==> config.mk <==
export PLATFORM = sky130hd
export DESIGN_NAME = testport_snoop
export DESIGN_NICKNAME = d
export VERILOG_FILES = /design/src/rtl/testport_snoop_pkg.sv /design/src/rtl/snoop_fifo.sv /design/src/rtl/testport_snoop.sv
export SDC_FILE = /design/constraint.sdc
export NUM_CORES = 1
export LEC_CHECK = 0
export BUFFER_PORTS_ARGS = -buffer_cell sky130_fd_sc_hd__buf_2
export CORE_MARGIN = 3
export CORE_UTILIZATION = 59
export DETAILED_ROUTE_END_ITERATION = 6
export PLACE_DENSITY = 0.82
export SKIP_LAST_GASP = 1
export SLEW_MARGIN = 15
export SYNTH_ARGS = -nofsm -noshare
export SYNTH_HDL_FRONTEND = slang
export SYNTH_HIERARCHICAL = 1
export SYNTH_SLANG_ARGS = --single-unit
==> constraint.sdc <==
create_clock -name clk -period 7.56 [get_ports clk]
set_input_delay 1.512 -clock clk [delete_from_list [all_inputs] [get_ports clk]]
set_output_delay 1.512 -clock clk [all_outputs]
set_load 0.03 [all_outputs]
==> src/rtl/testport_snoop_pkg.sv <==
// Constants, state encoding and helpers shared by the test-port snooper and its checker.
package testport_snoop_pkg;

  localparam logic [29:0] TestPort    = 30'h3FF;
  localparam logic [31:0] BeginSymbol = 32'h0000_0168;
  localparam logic [31:0] EndSymbol   = 32'hFFFF_FD5D;

  typedef enum logic [1:0] {StIdle, StActive, StDone} snoop_state_e;

  typedef struct packed {
    logic [31:0] word;
    logic [9:0]  index;
    logic        last;
  } snoop_entry_t;

  localparam int unsigned EntryWidth = $bits(snoop_entry_t);

  // Bus data is little-endian; markers are compared in readable byte order.
  function automatic logic [31:0] byte_swap(input logic [31:0] d);
    return {d[7:0], d[15:8], d[23:16], d[31:24]};
  endfunction

endpackage

==> src/rtl/snoop_fifo.sv <==
// Registered-storage FIFO; pointers carry an extra wrap bit to tell full from empty.
module snoop_fifo #(
  parameter int unsigned Width = 43,
  parameter int unsigned Depth = 8
) (
  input  logic             clk,
  input  logic             rst,
  input  logic             push,
  input  logic [Width-1:0] push_data,
  input  logic             pop,
  output logic             empty,
  output logic             drop,
  output logic [Width-1:0] pop_data
);

  localparam int unsigned Aw = $clog2(Depth);
  localparam logic [Aw:0] PtrOne = 1;

  logic [Width-1:0] mem_q [Depth];
  logic [Aw:0]      wptr_q, rptr_q;
  logic             full, do_push, do_pop;

  assign empty   = (wptr_q == rptr_q);
  assign full    = (wptr_q[Aw] != rptr_q[Aw]) && (wptr_q[Aw-1:0] == rptr_q[Aw-1:0]);
  assign do_pop  = pop && !empty;
  // A pop in the same cycle frees the slot, so a full FIFO still accepts the push.
  assign do_push = push && (!full || do_pop);
  assign drop    = push && full && !do_pop;

  always_ff @(posedge clk) begin
    if (rst) begin
      wptr_q <= '0;
      rptr_q <= '0;
    end else begin
      if (do_push) wptr_q <= wptr_q + PtrOne;
      if (do_pop)  rptr_q <= rptr_q + PtrOne;
    end
  end

  always_ff @(posedge clk) begin
    if (do_push) mem_q[wptr_q[Aw-1:0]] <= push_data;
  end

  assign pop_data = empty ? '0 : mem_q[rptr_q[Aw-1:0]];

endmodule

==> src/rtl/testport_snoop.sv <==
// Snoops data-memory writes to the test port, frames them between BEGIN/END markers
// and buffers the framed words for a downstream checker.
module testport_snoop
  import testport_snoop_pkg::*;
#(
  parameter logic [29:0] TEST_PORT    = TestPort,
  parameter logic [31:0] BEGIN_SYMBOL = BeginSymbol,
  parameter logic [31:0] END_SYMBOL   = EndSymbol,
  parameter int unsigned FIFO_DEPTH   = 8
) (
  input  logic        clk,
  input  logic        rst,
  input  logic [29:0] addr,
  input  logic [31:0] data,
  input  logic        wen,
  input  logic        out_ready,
  output logic        out_valid,
  output logic [31:0] out_data,
  output logic [9:0]  out_index,
  output logic        out_last,
  output logic        frame_active,
  output logic        frame_done,
  output logic        overflow,
  output logic [9:0]  word_count
);

  snoop_state_e state_q, state_d;
  logic         armed_q;
  logic [9:0]   word_count_q, word_count_d;
  logic         overflow_q;
  logic         capture, push, fifo_empty, fifo_drop;
  logic [31:0]  word;
  logic         is_end;
  snoop_entry_t push_entry, pop_entry;

  // A stalled write holds wen high; only its first cycle may produce an event.
  assign capture = wen && (addr == TEST_PORT) && armed_q;
  assign word    = byte_swap(data);
  assign is_end  = (word == END_SYMBOL);

  always_comb begin
    state_d = state_q;
    push    = 1'b0;
    unique case (state_q)
      StIdle: begin
        if (capture && (word == BEGIN_SYMBOL)) state_d = StActive;
      end
      StActive: begin
        if (capture) begin
          push = 1'b1;
          if (is_end) state_d = StDone;
        end
      end
      StDone: ;
      default: state_d = StIdle;
    endcase
  end

  always_comb begin
    word_count_d = word_count_q;
    if (push && (word_count_q != 10'h3FF)) word_count_d = word_count_q + 10'd1;
  end

  always_ff @(posedge clk) begin
    if (rst) begin
      state_q      <= StIdle;
      armed_q      <= 1'b1;
      word_count_q <= '0;
      overflow_q   <= 1'b0;
    end else begin
      state_q      <= state_d;
      armed_q      <= !wen;
      word_count_q <= word_count_d;
      if (fifo_drop) overflow_q <= 1'b1;
    end
  end

  assign push_entry = '{word: word, index: word_count_q, last: is_end};

  snoop_fifo #(
    .Width (EntryWidth),
    .Depth (FIFO_DEPTH)
  ) u_fifo (
    .clk       (clk),
    .rst       (rst),
    .push      (push),
    .push_data (push_entry),
    .pop       (out_valid && out_ready),
    .empty     (fifo_empty),
    .drop      (fifo_drop),
    .pop_data  (pop_entry)
  );

  assign out_valid    = !fifo_empty;
  assign out_data     = pop_entry.word;
  assign out_index    = pop_entry.index;
  assign out_last     = pop_entry.last;
  assign frame_active = (state_q == StActive);
  assign frame_done   = (state_q == StDone);
  assign overflow     = overflow_q;
  assign word_count   = word_count_q;

endmodule
**After elaboration in Yosys (flattened, before gate mapping)**

Memories as Yosys holds them, arrays and structs flattened. A register that Yosys moved wholly into a read port is not among the register bits.
Cells that the tools add are included.

- Output and inout port bits: 57
- Memories kept: 1
- RAM bits: 344
- Latch bits: 0
- Bits in registers: 22
- ROM bits: 0
- Logic and storage cells: 51

Memories:

| name | words | width | read ports | clocked after Yosys merged registers in | wr ports | RTL line | RTL |
|---|---|---|---|---|---|---|---|
| u_fifo.mem_q | 8 | 43 | 1 | 1 | 1 | snoop_fifo.sv:19 | `logic [Width-1:0] mem_q [Depth];` |

- Reductions and logical operators: 17
- Add/subtract/negate cells: 3
- $lt $le $gt $ge: 0
- Shifts and indexed selects: 0
- Mux-type cells: 11
- Equal/unequal tests: 12
- Bitwise operators: 1
- $mul: 0
- Div/mod/pow operators: 0

Operators with widths:

| cell | number |
|---|---|
| 43-bit two-way mux | 1 |
| 32-bit equality test (second input constant) | 1 |
| 32-bit by 9-bit equality test with 1-bit output (second input constant) | 1 |
| 30-bit by 10-bit equality test with 1-bit output (second input constant) | 1 |
| 10-bit by 1-bit adder with 10-bit output (second input constant) | 1 |
| 1-bit logical AND | 10 |
| 10-bit inequality test (second input constant) | 1 |
| 4-bit by 1-bit adder with 4-bit output (second input constant) | 2 |
| 2-bit two-way mux | 3 |
| 3-bit two-way mux | 2 |
| 2-bit one-hot mux with 3 select lines | 1 |
| 4-bit equality test | 1 |
| 1-bit zero test | 4 |
| 1-bit two-way mux | 4 |
| 2-bit by 1-bit inequality test with 1-bit output (second input constant) | 2 |
| 4-bit AND reduction | 1 |
| 3-bit equality test | 1 |
| 2-bit by 1-bit equality test with 1-bit output (second input constant) | 1 |
| 2-bit equality test (second input constant) | 1 |
| 2-bit zero test | 1 |
| 2-bit inequality test (second input constant) | 1 |
| 1-bit logical OR | 1 |
| 1-bit inequality test | 1 |
| 1-bit inverter | 1 |

**Depth between registers and ports, before layout**

Gate-level depths: netlist of run 1.

- Depth in word-level cells: 8
- Gate-level depth with buffers: 10
- Gate-level depth less buffers: 7

**By module**

The synthesis of run 1 kept the hierarchy.

Modules (own cells, without submodules):

| module | seq. area each (um^2) | times used | cells an instance | area each (um^2) |
|---|---|---|---|---|
| snoop_fifo | 10550.1 | 1 | 628 | 13646.8 |
| testport_snoop | 280.3 | 1 | 109 | 850.8 |

**Least setup slack after synthesis of run 1**

No wires, ideal clock.

- Kind: in2reg
- Start: in addr[10]
- End: mem u_fifo.mem_q[5][0] (enable)
- Required time: 7063 ps
- Stages on the path: 5
- Slack: 715 ps
- Setup time: 497 ps
- Buffers on the path: 0
- Data arrival time: 6348 ps
- Cells stage by stage: or4b_1 > or4_4 > nor4_1 > nand2_1 > nor3_1

- Longest elaborated chain between the ends: 8

Ends and longest elaborated chain:

| item | RTL line | RTL |
|---|---|---|
| start, declared | testport_snoop.sv:13 | `input logic [29:0] addr,` |
| 30-bit by 10-bit equality test with 1-bit output | testport_snoop.sv:37 | `assign capture = wen && (addr == TEST_PORT) && armed_q;` |
| 1-bit logical AND (2 in series) | testport_snoop.sv:37 |  |
| 1-bit two-way mux | testport_snoop.sv:49 | `if (capture) begin` |
| 1-bit two-way mux | testport_snoop.sv:44 | `unique case (state_q)` |
| named net push | testport_snoop.sv:31 | `logic capture, push, fifo_empty, fifo_drop;` |
| 1-bit logical AND | snoop_fifo.sv:27 | `assign do_push = push && (!full \|\| do_pop);` |
| 1-bit two-way mux | snoop_fifo.sv:41 | `if (do_push) mem_q[wptr_q[Aw-1:0]] <= push_data;` |
| 1-bit two-way mux (not written as such) | snoop_fifo.sv:41 |  |
| end, declared | snoop_fifo.sv:19 |  |

The timed path passes the listed nets, and every way through them passes these cells.

==> impl_metrics.yaml, run 1 <==
global_routing:
  globalRouteTotalUtil_pct: 22.6
  antenna_found_initial: 2
  grt_pass1_vias: 7831
  grt_first_pass_wirelength_mm: 45.3
  grt-ovfl-total: 0
  grt_max_degree: 57
setup_path:
  worstSetupStartpointType: "register"
  reg2regPathDepth: 7
  crit_fanout: 30
  critPathKind: "reg -> out"
  critPathArrivalTime_ns: 2.95
  rrSetupSlack_ns: 3.96
  r2r_end: "u_fifo/mem_q[3][18]"
  crit_required_ns: 6.05
  endpoint_kind: "primary output"
  r2r_start: "u_fifo/wptr_q[0]"
logic_synthesis:
  ys_seq_elements: 369
  ys_types: 43
  yosysWarnings: 6
  synth_edf_count: 344
  postSynthCellCount: 737
  netlist_area_mm2: 0.0145
  synth_top_cell_by_area: "edfxtp_1"
  avgSynthCellArea_um2: 19.7
  synth_fp_nets: 806
  synth_top_area_share_pct: 71.3
  synth_area_leaders: "edfxtp_1 (71%), mux4_2 (13%), dfxtp_1 (3.5%), mux2i_1 (3.1%), nor2_1 (1.5%)"
  yosysSeqAreaShare_pct: 74.7
  async_flop_share_pct: 0
  synth_ff_type: "edfxtp_1"
timing:
  slew_headroom_pct: 30.4
  max_freq_ghz: 0.224
  report.final.slew_viol_count: 0
  setup_viol: 0
  layout_setup_ws_ns: 3.10
  fin_crit_ns: 4.46
  worst_hold_slack_ns: 0.479
  finalCritPeriodShare_pct: 59.0
  rsz0062_at_grt: "false"
  clock_skew_ns: 0.0101
  finalHoldViolCount: 0
  setup_tns_ns: 0
  worstMarginPinSlew_ns: 1.04
drt:
  initialDrtViolationCount: 739
  avgViaCountPerCell: 6.22
  drt_wl_total_mm: 29.4
  antenna_left: 0
  wl_per_cell_um: 24.1
  dr.pass1.iters: 5
  drc: 0
  num_vias: 7572
worst_hold_path:
  min_delay_path_depth: 2
  hold_start: "overflow"
  hp-class: "reg -> reg"
  worstHoldEndpoint: "overflow"
finish:
  finalNonFillerCells: 1218
  nets: 943
  syn_to_final_growth_pct: 15.1
  final_cell_mix: "edfxtp_1 (344), buf_2 (122), mux4_2 (86), nor2_1 (55), mux2i_1 (45)"
  final_common_cell: "edfxtp_1"
  utilization_pct: 70.0
  drive_gt1_share_pct: 32.4
  antenna_cells: 0
  fin_area_mm2: 0.0167
floorplan:
  die_area_mm2: 0.0265
  io_pins: 123
  die_h_um: 163
  core_mm2: 0.0238
  die_w_um: 163
  start_util_pct: 60.9
  num_rows: 56
cts:
  cts_hold_buffers: 0
  clk_pin_slew_ns: 0.06
  postCtsSetupRepairBufs: 0
  cts_tree: "yes"
  clockRootBuffer: "clkbuf_16"
  max-clock-path-buffers: 3
  numCtsBuffers: 36
  cts_sinks: 369
  htree_levels: 2
  cts.repair.resized: 0
  clock_latency_ns: 0.50
pwr:
  clkPwrFrac_pct: 43.8
  ir_drop_mv: 0.128
  seqPwrFrac_pct: 55.1
  p_leak_nw: 5.48
  internal-power_mw: 3.29
  power_density_mw_per_mm2: 242
  power.total_mw: 4.03
  netSwitchingPower_mw: 0.739
  combPwrFrac_pct: 1.1
  sw_frac_of_total_pct: 18.3
job:
  drv_cap: 0
place:
  finalWeightedCongestion: 0.775
  hpwl_mm: 16.0
  port_buffers: 122
  dp_slack_ns: 2.64
  placedInstanceArea_mm2: 0.0155
  dpl.cell_count: 1155
run_status:
  status: "complete, no violations"
-- routing by layer --
layer	routed length (um)	GRT usage (%)	up-vias	share of wire [%]
li1	-	-	3292	-
met1	11600	31.3	3887	40
met5	27	0	-	0.092
met2	15000	37.8	338	51
met4	648	6.11	4	2.2
met3	2060	4.15	51	7.0
-- how the worst max path moves through the flow --
stage	from	slack (ns)	cells past startpoint	endpoint
finish	register	3.10	5	out_data[19]
global route	register	2.87	5	out_index[8]
detailed placement	addr[10]	2.64	8	u_fifo/mem_q[3][20]
CTS	register	3.00	5	out_data[26]
floorplan	addr[10]	0.72	5	u_fifo/mem_q[5][0]
global placement	addr[10]	2.74	8	u_fifo/mem_q[3][20]
-- cell usage after synthesis, types with 2 or more instances --
cell type / number
buf_1: 4
buf_2: 12
o21ai_1: 8
nand4b_1: 3
mux2i_1: 45
nand2_1: 15
clkbuf_1: 20
nand3_1: 7
or4_1: 2
and2_1: 2
nand2b_1: 4
o21ai_0: 3
dfxtp_1: 25
or4b_1: 4
nor2_1: 57
nor4_1: 11
mux4_2: 86
a211oi_1: 2
nand4_1: 12
edfxtp_1: 344
buf_6: 2
nor2b_1: 2
nor3_1: 10
inv_1: 7
xor2_1: 5
or3_1: 10
a21oi_1: 12
and3_1: 5
ha_1: 3
nor4b_1: 2
-- flip-flops by register name, summed over array words and instances (netlist names), named ones only --
register and cells:
armed_q 1, u_fifo/wptr_q 4, u_fifo/mem_q 344, u_fifo/rptr_q 4
word_count 10, overflow 1, state_q 2
-- kinds of logic after synthesis --
kind of cell | Yosys count | synth area share [%]
xor+xnor | 6 | 0.414
flops | 369 | 74.7
buf+inv | 45 | 1.37
fa+ha+maj | 3 | 0.259
mux | 131 | 16.5
compound gates | 31 | 1.23
simple gates | 152 | 5.55
-- worst max-delay path, stage by stage, from the launching register on --
cell,delay [ns]
dfxtp_4,0.67
buf_4,0.61
mux4_2,0.58
mux2i_1,0.30
nor2_1,0.07
buf_2,0.20
-- cell type report --
class	instances	area [um2]
Timing Repair Buffer	137	723
Multi-Input combinational cell	323	3520
Inverter	7	26.3
Tap cell	319	399
Sequential cell	369	10800
Clock inverter	24	236
Fill cell	1456	7140
Clock buffer	39	933
-- power by group through the flow --
stage               sequential [mW]  clock, mW  combinational (mW)
finish                         2.22       1.77              0.0450
global route                   2.22       1.88              0.0503
detailed placement             2.26          0              0.0451
CTS                            2.22       1.79              0.0456
global placement               2.26          0              0.0427
floorplan                      2.27          0             0.00490
Power figures use the tool's default switching activity.
==> inputs of run 2 (changes only) <==
clock period = 4.59 ns   (was 7.56 ns; I/O delays follow)
==> run 2 against run 1 <==
Net effect:
- clock power is 57% higher
- setup slack worse by 2.2 ns
- largest power group unchanged
- routed wire length hardly changed
- die area stayed put
- first-iteration DRC count is 1.5% higher
==> impl_metrics.yaml, run 2 (synthesized netlist as in run 1, its figures left out) <==
timing:
  fin_crit_ns: 3.74
  finalHoldViolCount: 0
  clock_skew_ns: 0.0153
  slew_headroom_pct: 47.7
  worst_hold_slack_ns: 0.478
  report.final.slew_viol_count: 0
  max_freq_ghz: 0.268
  layout_setup_ws_ns: 0.852
  setup_tns_ns: 0
  setup_viol: 0
  rsz0062_at_grt: "false"
  finalCritPeriodShare_pct: 81.4
  worstMarginPinSlew_ns: 0.783
floorplan:
  start_util_pct: 60.9
  die_w_um: 163
  die_h_um: 163
  io_pins: 123
  die_area_mm2: 0.0265
  num_rows: 56
  core_mm2: 0.0238
setup_path:
  cp_slowest_cell: "dfxtp_4"
  crit_required_ns: 3.67
  crit_chain: "buf_4, mux4_2, mux2i_1, nor2_1, buf_2"
  worstSetupStartpointType: "register"
  critPathKind: "reg -> out"
  crit_buf_inv: 2
  endpoint_kind: "primary output"
  max_stage_delay_ns: 0.86
  critPathArrivalTime_ns: 2.82
  rrSetupSlack_ns: 1.43
  crit_fanout: 37
  cpLargestDelayFamily: "flip-flops"
drt:
  drc: 0
  avgViaCountPerCell: 6.15
  dr.pass1.iters: 5
  initialDrtViolationCount: 750
  wl_per_cell_um: 24.1
  drt_wl_total_mm: 29.4
  num_vias: 7496
  antenna_left: 0
place:
  dpl.cell_count: 1160
  finalWeightedCongestion: 0.750
  dp_slack_ns: 0.859
  port_buffers: 122
  hpwl_mm: 16.4
cts:
  htree_levels: 2
  clock_latency_ns: 0.51
  numCtsBuffers: 35
  clockRootBuffer: "clkbuf_16"
  postCtsSetupRepairBufs: 0
  clk_pin_slew_ns: 0.06
  cts.repair.resized: 0
  cts_tree: "yes"
  cts_hold_buffers: 0
  max-clock-path-buffers: 3
  cts_sinks: 369
finish:
  utilization_pct: 70.5
  drive_gt1_share_pct: 32.3
  seqCellArea_mm2: 0.0108
  syn_to_final_growth_pct: 15.8
  final_cell_mix: "edfxtp_1 (344), buf_2 (122), mux4_2 (86), nor2_1 (55), mux2i_1 (45)"
  nets: 947
  finalNonFillerCells: 1219
  largest_reg_flops: 344
  multiInputGateArea_mm2: 0.00356
  final_common_cell: "edfxtp_1"
  nFillCells: 1428
pwr:
  power_density_mw_per_mm2: 388
  p_leak_nw: 5.52
  ir_drop_mv: 0.245
global_routing:
  antenna_found_initial: 1
  grt_max_degree: 49
  grt-ovfl-total: 0
  grt_first_pass_wirelength_mm: 45.9
  globalRouteTotalUtil_pct: 23.1
  grt_pass1_vias: 7975
worst_hold_path:
  hp-class: "reg -> reg"
job:
  drv_cap: 0
run_status:
  status: "complete, no violations"
==> run 2: cell types whose count changed in the layout (fill, tap and decap cells not counted), moves of 2 or more <==
cell       before  now
clkinv_2        9    5
clkbuf_1        2    5
buf_12          0    9
clkinv_1        9    7
bufinv_16       5    3
nor3_2          6    0
nor3_4          0    6
buf_4          15   11
==> run 2: area by class of cell <==
cell class / instances / area share (%)
clock inverters: 16 / 0.887
clock buffers: 42 / 5.63
diodes: 1 / 0.0149
multi-input cells: 323 / 21.2
repair buffers: 142 / 5.20
inverters: 7 / 0.156
well taps: 319 / 2.38
flip-flops and latches: 369 / 64.5
==> run 2: worst paths after layout <==
check | startpoint | endpoint | cells past startpoint
hold reg to reg | overflow | overflow | 2
setup / recovery | register | out_data[23] | 5
setup reg to reg | u_fifo/wptr_q[1] | u_fifo/mem_q[0][10] | 8
hold / removal | overflow | overflow | 2
==> run 2: where the power goes <==
group	leakage [nW]	switching [mW]	total, mW	internal, mW
Sequential	3.40	0.0000845	3.66	3.66
Clock	0.535	1.15	2.78	1.63
Combinational	1.58	0.0514	0.0752	0.0238
==> run 2: per-stage QoR <==
step / total power, mW / cell area, um2
after global placement: 3.80 / 15700
after CTS: 6.55 / 16800
after global routing: 6.69 / 16800
after floorplan: 3.74 / 14500
after detailed placement: 3.80 / 15700
final: 6.51 / 16800
==> run 2: worst reg2reg max path: stages (launching register included) <==
cell      delay (ns)
dfxtp_1         0.74
xor2_2          0.29
nor4_4          0.08
nor2b_1         0.23
nand2b_1        0.37
o21ai_0         0.13
buf_4           0.19
nor3_4          0.16
buf_4           0.57
==> run 2: per-layer routing <==
layer  GRT usage (%)  wire, um  share of wire (%)  up-vias
met5               0        13              0.044        -
met4            7.11       705                2.4        2
met3            4.45      1990                6.8       51
met2            38.3     14900                 51      317
met1            31.6     11800                 40     3819
li1                -         -                  -     3307
